## config.mk

```make
export PLATFORM = sky130hd
export DESIGN_NAME = cond_chain
export DESIGN_NICKNAME = d
export VERILOG_FILES = /design/src/rtl/cond_pkg.sv /design/src/rtl/cond_stage.sv /design/src/rtl/cond_chain.sv
export SDC_FILE = /design/constraint.sdc
export NUM_CORES = 1
export LEC_CHECK = 0
export ABC_AREA = 1
export CORE_MARGIN = 3
export CORE_UTILIZATION = 40
export DETAILED_ROUTE_END_ITERATION = 8
export PLACE_DENSITY_LB_ADDON = 0.08
export SYNTH_ARGS = -nofsm -noshare
export SYNTH_HDL_FRONTEND = slang
export SYNTH_SLANG_ARGS = --single-unit
```

## constraint.sdc

```tcl
create_clock -name ib_clk -period 6.2 [get_ports ib_clk]
set_input_delay 1.24 -clock ib_clk [delete_from_list [all_inputs] [get_ports ib_clk]]
set_output_delay 1.24 -clock ib_clk [all_outputs]
set_load 0.1 [all_outputs]
```

## src/rtl/cond_pkg.sv

```systemverilog
`default_nettype none
// ============================================================================
//  Module      : cond_pkg
//  Description : Shared constants and elaboration helpers for the cond chain.
//                Holds the default XOR keys, the supported stage-count limit
//                and a popcount used to size the registered portion of the
//                chain from its stage mask.
//  Revision    : 1.0 - initial parametrised release
// ============================================================================
package cond_pkg;

    localparam int          C_MAX_STAGES = 16;
    localparam logic [15:0] C_KEY_A      = 16'h0F0F;
    localparam logic [15:0] C_KEY_B      = 16'hF0F0;

    // Number of registered stages selected by a stage mask.
    function automatic int popcount(input logic [C_MAX_STAGES-1:0] mask);
        int n;
        n = 0;
        for (int i = 0; i < C_MAX_STAGES; i++) begin
            if (mask[i]) n++;
        end
        return n;
    endfunction

endpackage
`default_nettype wire

```

## src/rtl/cond_stage.sv

```systemverilog
`default_nettype none
// ============================================================================
//  Module      : cond_stage
//  Description : One registered chain stage. Holds a single word, applies an
//                XOR key that alternates between KEY_A and KEY_B on every
//                word loaded, and exposes valid/ready handshakes on both
//                sides. The stage accepts whenever it is empty or its word is
//                being taken downstream in the same cycle.
//  Ports       : clk, rst        - clock, asynchronous active-high reset
//                i_flush         - synchronous clear of valid and key parity
//                i_in_valid/o_in_ready/i_in_data    - upstream handshake
//                o_out_valid/i_out_ready/o_out_data - downstream handshake
//  Revision    : 1.0 - initial parametrised release
// ============================================================================
module cond_stage #(
    parameter int                   DATA_BITS = 16,
    parameter logic [DATA_BITS-1:0] KEY_A     = '0,
    parameter logic [DATA_BITS-1:0] KEY_B     = '0
) (
    input  logic                 clk,
    input  logic                 rst,
    input  logic                 i_flush,
    input  logic                 i_in_valid,
    output logic                 o_in_ready,
    input  logic [DATA_BITS-1:0] i_in_data,
    output logic                 o_out_valid,
    input  logic                 i_out_ready,
    output logic [DATA_BITS-1:0] o_out_data
);

    logic                 r_valid;
    logic                 r_toggle;
    logic [DATA_BITS-1:0] r_data;

    // Raw acceptance; the chain top adds the flush/reset gating for the
    // external port, flush is resolved inside the register update below.
    assign o_in_ready  = !r_valid || i_out_ready;
    assign o_out_valid = r_valid;
    assign o_out_data  = r_data;

    always_ff @(posedge clk or posedge rst) begin
        if (rst) begin
            r_valid  <= 1'b0;
            r_toggle <= 1'b0;
            r_data   <= '0;
        end else if (i_flush) begin
            // Data is deliberately kept; only occupancy and key parity clear.
            r_valid  <= 1'b0;
            r_toggle <= 1'b0;
        end else if (o_in_ready) begin
            r_valid <= i_in_valid;
            if (i_in_valid) begin
                r_data   <= i_in_data ^ (r_toggle ? KEY_B : KEY_A);
                r_toggle <= ~r_toggle;
            end
        end
    end

endmodule
`default_nettype wire

```

## src/rtl/cond_chain.sv

```systemverilog
`default_nettype none
// ============================================================================
//  Module      : cond_chain
//  Description : Configurable N-position datapath. Each position whose mask
//                bit is set is a registered XOR stage (cond_stage); cleared
//                bits are pure wire bypasses. Positions are linked by
//                valid/ready with full backpressure; the ready path ripples
//                combinationally back from ib_out_ready. ib_flush empties the
//                chain and restarts the key parity in one cycle.
//  Ports       : ib_clk, ib_rst  - clock, asynchronous active-high reset
//                ib_flush        - synchronous flush
//                ib_in_valid/ob_in_ready/ivG_data   - input handshake
//                ob_out_valid/ib_out_ready/ovG_data - output handshake
//                ovG_count       - saturating count of output handshakes
//  Options     : COND_CHAIN_STATS_EN - build the output handshake counter;
//                without it ovG_count is tied to zero.
//  Limits      : PAR_STAGES must be within 1..16.
//  Revision    : 1.0 - initial parametrised release
// ============================================================================
module cond_chain
    import cond_pkg::*;
#(
    parameter int                       PAR_DATA_BITS  = 16,
    parameter int                       PAR_STAGES     = 4,
    parameter logic [PAR_STAGES-1:0]    PAR_STAGE_MASK = 4'b1111,
    parameter logic [PAR_DATA_BITS-1:0] PAR_XOR_KEY_A  = C_KEY_A,
    parameter logic [PAR_DATA_BITS-1:0] PAR_XOR_KEY_B  = C_KEY_B,
    parameter int                       PAR_CNT_BITS   = 16
) (
    input  logic                     ib_clk,
    input  logic                     ib_rst,
    input  logic                     ib_flush,
    input  logic                     ib_in_valid,
    output logic                     ob_in_ready,
    input  logic [PAR_DATA_BITS-1:0] ivG_data,
    output logic                     ob_out_valid,
    input  logic                     ib_out_ready,
    output logic [PAR_DATA_BITS-1:0] ovG_data,
    output logic [PAR_CNT_BITS-1:0]  ovG_count
);

    localparam int C_NUM_REG = popcount(C_MAX_STAGES'(PAR_STAGE_MASK));

    genvar s;
    generate
        for (s = 0; s < PAR_STAGES; s++) begin : g_pos
            // Word arriving at / leaving this position, and the ready seen
            // on each side of it.
            logic                     w_in_valid;
            logic [PAR_DATA_BITS-1:0] w_in_data;
            logic                     w_in_ready;
            logic                     w_out_valid;
            logic [PAR_DATA_BITS-1:0] w_out_data;
            logic                     w_out_ready;

            if (s == 0) begin : g_head
                assign w_in_valid = ib_in_valid;
                assign w_in_data  = ivG_data;
            end else begin : g_link
                assign w_in_valid = g_pos[s-1].w_out_valid;
                assign w_in_data  = g_pos[s-1].w_out_data;
            end

            if (s == PAR_STAGES - 1) begin : g_tail
                assign w_out_ready = ib_out_ready;
            end else begin : g_next
                assign w_out_ready = g_pos[s+1].w_in_ready;
            end

            if (PAR_STAGE_MASK[s]) begin : g_reg
                cond_stage #(
                    .DATA_BITS (PAR_DATA_BITS),
                    .KEY_A     (PAR_XOR_KEY_A),
                    .KEY_B     (PAR_XOR_KEY_B)
                ) u_stage (
                    .clk         (ib_clk),
                    .rst         (ib_rst),
                    .i_flush     (ib_flush),
                    .i_in_valid  (w_in_valid),
                    .o_in_ready  (w_in_ready),
                    .i_in_data   (w_in_data),
                    .o_out_valid (w_out_valid),
                    .i_out_ready (w_out_ready),
                    .o_out_data  (w_out_data)
                );
            end else begin : g_bypass
                assign w_out_valid = w_in_valid;
                assign w_out_data  = w_in_data;
                assign w_in_ready  = w_out_ready;
            end
        end

        if (C_NUM_REG == 0) begin : g_passthru
            // No storage: flush must refuse the word on both sides at once.
            assign ob_in_ready  = ib_out_ready && !ib_flush;
            assign ob_out_valid = ib_in_valid && !ib_flush;
        end else begin : g_chain
            assign ob_in_ready  = !ib_rst && !ib_flush && g_pos[0].w_in_ready;
            assign ob_out_valid = g_pos[PAR_STAGES-1].w_out_valid;
        end
    endgenerate

    assign ovG_data = g_pos[PAR_STAGES-1].w_out_data;

`ifdef COND_CHAIN_STATS_EN
    logic                    w_take;
    logic [PAR_CNT_BITS-1:0] r_count;

    // A handshake coinciding with flush is overridden and not counted.
    assign w_take = ob_out_valid && ib_out_ready && !ib_flush;

    always_ff @(posedge ib_clk or posedge ib_rst) begin
        if (ib_rst) begin
            r_count <= '0;
        end else if (w_take && (r_count != '1)) begin
            r_count <= r_count + 1'b1;
        end
    end

    assign ovG_count = r_count;
`else
    assign ovG_count = '0;
`endif

endmodule
`default_nettype wire

```

# Yosys cells after proc, flatten, opt, wreduce, memory -nomap -nowiden
# Index checks and enable logic that the tools add are counted.
# classes
reduce_logical,28
mux,24
bitwise,9
# ops
op,count
2-to-1 mux 16 bit,4
bitwise XOR 16 bit,4
2-to-1 mux 1 bit,20
nonzero test 2 bit,8
AND reduction 3 bit,4
AND reduction 2 bit,4
zero test 1 bit,6
NOT 1 bit,5
logical OR 1 bit,4
logical AND 1 bit,2
# totals
wordCells,73
regBits,72
input_bits,21
output_inout_bits,34

# Depth between registers and ports, before layout
# depth
word_depth,7
depth_mapped,8
mapped_depth_nobuf,7

# Modules after synthesis
# Synthesis repeated with hierarchy kept, for this count alone.
# unflattened
cells_unflattened,432
area_unflattened_um2,3686.0
# by_module_without_submodules
mod,cells_each,seq_area_each_um2,instances,area_per_inst_um2
cond_stage,103,450.4,4,887.1
cond_chain,20,0.0,1,137.6

# Worst setup path before layout
# Ideal clock, no wire load.
# synth_timing
kind,input to output
start,input ib_out_ready
end,output ob_in_ready
arrival_time_ns,2.812
path_stages,6
path_slack_ns,2.148
t_required_ns,4.960
n_path_buf,0
cell_sequence,inv_1 > nand3_2 > nor2_2 > nand2_2 > nand2_1 > nor2_1
# synth_via
elab_chain_len,5
# synth_lines
item,line_no,source
start: declaration,cond_chain.sv:37,"input logic ib_out_ready,"
logical OR 1 bit (4 in series),cond_stage.sv:37,assign o_in_ready = !r_valid || i_out_ready;
logical AND 1 bit,cond_chain.sv:98,assign ob_in_ready = !ib_rst && !ib_flush && g_pos[0].w_in_ready;
end: declaration,cond_chain.sv:34,"output logic ob_in_ready,"
# Every way passes these cells.

# Worst setup path after layout
# layout_timing
start,input ib_flush
end,output ob_in_ready
# layout_via
elab_chain_len,3
# layout_lines
item,line_no,source
start: declaration,cond_chain.sv:32,"input logic ib_flush,"
zero test 1 bit,cond_chain.sv:98,
logical AND 1 bit (2 in series),cond_chain.sv:98,
# Every way passes these cells.

==> qor.yml <==
timing:
  tightest_slew_ns: 0.9646
  final_hold_viol_count: 0
  timing.final.crit_period_ns: 4.588
  skew_ns: 0.008833
  period_share_pct: 74.00
  rsz0062_at_grt: "no"
  finalSetupViolCount: 0
  tns_ns: 0
  slew-limit-headroom_pct: 35.49
  whs_ns: 0.4905
  max_freq_mhz: 218.0
  maxSlewViolCount: 0
clocking:
  cts_resized: 0
  clockBufferDepth: 2
  hold_buffers: 0
  h-tree-depth: 3
  clock-sinks: 72
  cts_tree: "done"
  root_buffer: "clkbuf_8"
  insertion_delay_ns: 0.34
  post_cts_buffers: 0
  cts_buffers: 9
  cts.clk_slew.worst_paths_ns: 0.07
floorplan:
  design.die.area_mm2: 0.009841
  initial_core_util_pct: 41.66
  die_h_um: 99.20
  ios: 55
  dieWidth_um: 99.20
  rows: 33
  core_region_area_mm2: 0.008341
synth:
  synth.distinct_cells: 23
  synth_warnings: 0
  synthArstFlopShare_pct: 100.0
  yosys_most_used_dff: "dfrtp_1"
  postSynthAreaPerCell_um2: 10.19
  synth-seq-cells: 72
  yosysSeqAreaShare_pct: 51.85
  synth-edff-count: 0
  syn_inst: 341
  synth_area_mm2: 0.003475
routing:
  route.met2.wl_mm: 1.953
  wirelength_met1_mm: 2.870
  top_layer_used: "met4"
  wl_met3_um: 265
  wl_per_cell_um: 10.87
  vias: 2012
  first_iter_violations: 56
  vias_per_cell: 4.200
  route.detailed.drc: 0
  wirelength_mm: 5.206
  dr.pass1.iters: 4
  ant_nets: 0
place:
  numPortBuffers: 38
  dpl_cell_area_mm2: 0.003756
  dp_hpwl_mm: 3.429
  gp_congestion: 0.7505
status:
  status: "complete, no violations"
power_and_ir_drop:
  seq_power_share_pct: 41.7
  p_leak_nw: 1.766
  power_switching_share_pct: 41.48
  p_switching_mw: 0.6633
  vdd_ir_drop_max_mv: 0.1185
  powerDensity_mw_per_mm2: 405.9
  comb_power_share_pct: 37.0
  power_mw: 1.599
  clockPowerShare_pct: 21.3
  intPower_mw: 0.9360
setup_path:
  timing.rr.end: "g_pos[1].g_reg.u_stage.o_out_data[5]"
  worst-setup-path-type: "input port to primary output"
  worst-path-buf-inv: 3
  crit_arrival_ns: 3.35
  crit_family: "buffers and inverters"
  path_cells: "clkdlybuf4s50_1, inv_2, nand2_1, nor2_1, clkdlybuf4s50_1"
  cp_slowest_cell: "clkdlybuf4s50_1"
  r2r_slack_ns: 4.67
  critPathMaxStageDelay_ns: 1.13
  reg2reg_from: "g_pos[3].g_reg.u_stage.o_out_valid"
  path_max_fanout: 10
  end_kind: "primary output"
  critPathLaunchType: "input port"
  crit_top_cell: "clkdlybuf4s50_1"
  r2r_cells: 4
  cp.required_ns: 4.96
final_layout:
  layout_commonest_cell: "dfrtp_1"
  layout_common_cells: "dfrtp_1 (72), nand2_1 (57), clkdlybuf4s50_1 (38)"
  num_antenna_cells: 0
  syn_to_final_growth_pct: 13.40
  nets: 390
  fin_util_pct: 47.24
  design_area_mm2: 0.003940
  drive_gt1_share_pct: 10.70
run:
  drv_cap: 0
global_route:
  overflow: 0
  grt_pass1_vias: 1951
  grt.total_usage_pct: 11.50
  grt_max_degree: 73
  antenna_found_initial: 0
  grt_pass1_wl_mm: 9.294
worst_hold_path:
  hold_path_class: "register to register"
  hold_start: "g_pos[3].g_reg.u_stage.o_out_data[12]"
  whs_path_depth: 2
  hold_end: "g_pos[3].g_reg.u_stage.o_out_data[12]"
-- worst max path at each step --
stage	start	endpoint	slack (ns)	cells past startpoint
CTS	ib_flush	ob_in_ready	1.60	5
detailed placement	ib_flush	ob_in_ready	1.60	5
global route	ib_flush	ob_in_ready	1.52	5
finish	ib_flush	ob_in_ready	1.61	5
global placement	ib_flush	ob_in_ready	1.62	5
floorplan	ib_out_ready	ob_in_ready	2.15	6
-- power by group through the flow --
stage | logic [mW] | registers [mW] | clock network (mW)
after global routing | 0.633 | 0.685 | 0.375
final | 0.592 | 0.666 | 0.341
after global placement | 0.595 | 0.673 | 0
after CTS | 0.598 | 0.669 | 0.357
after detailed placement | 0.597 | 0.678 | 0
after floorplan | 0.264 | 0.901 | 0
-- per-layer routing --
metal  vias to the layer above  GRT usage, %
met1                       846         17.31
met4                         0         6.303
met2                        48         15.24
met5                         -             0
met3                        10         2.454
li1                       1108             -
-- worst register-to-register path, stage by stage (launching register included) --
cell,delay [ns]
dfrtp_1,0.42
nand4_1,0.19
nand3_2,0.49
nand2_1,0.22
o21ai_1,0.08
-- state kept, by name, indices dropped and copies added, names as in the netlist --
signal	flops
g_pos.g_reg.u_stage.o_out_data	64
g_pos.g_reg.u_stage.o_out_valid	4
g_pos.g_reg.u_stage.r_toggle	4
-- cell type report --
| type | instances | area (um2) |
|---|---|---|
| inverter | 6 | 22.52 |
| tap | 105 | 131.4 |
| clock inverter | 3 | 15.01 |
| multi-input combinational | 241 | 1413 |
| clock buffer | 13 | 168.9 |
| sequential | 72 | 1802 |
| timing repair buffer | 39 | 387.9 |
| fill | 842 | 4400 |
-- synthesized netlist by cell type, types with 3 or more instances --
| library cell | count | area [um2] |
|---|---|---|
| buf_2 | 4 | 20.02 |
| xor2_1 | 34 | 297.8 |
| nor2_1 | 22 | 82.58 |
| o21ai_1 | 33 | 165.2 |
| nand3_1 | 3 | 15.01 |
| o21ai_2 | 13 | 113.9 |
| xnor2_1 | 32 | 280.3 |
| buf_6 | 5 | 56.30 |
| o21ai_0 | 3 | 15.01 |
| inv_1 | 4 | 15.01 |
| nand2_1 | 57 | 214.0 |
| buf_4 | 27 | 202.7 |
| dfrtp_1 | 72 | 1802 |
| a21oi_1 | 19 | 95.09 |
-- kinds of logic after synthesis --
kind of cell / after synthesis / share of synthesized area, %
other: 1 / 0.1079
buffers and inverters: 43 / 9.110
flip-flops: 72 / 51.85
AO/OA/AOI/OAI: 68 / 11.20
AND/OR/NAND/NOR: 91 / 11.09
XOR/XNOR: 66 / 16.64
-- through the flow --
| step | std cells | setup WS (ns) |
|---|---|---|
| after floorplan | 356 | 2.148 |
| after global placement | 463 | 1.624 |
| after detailed placement | 463 | 1.604 |
| after CTS | 479 | 1.600 |
| after global routing | 479 | 1.515 |
| final | 479 | 1.612 |
No activity file was read; power rests on OpenSTA's default activity.
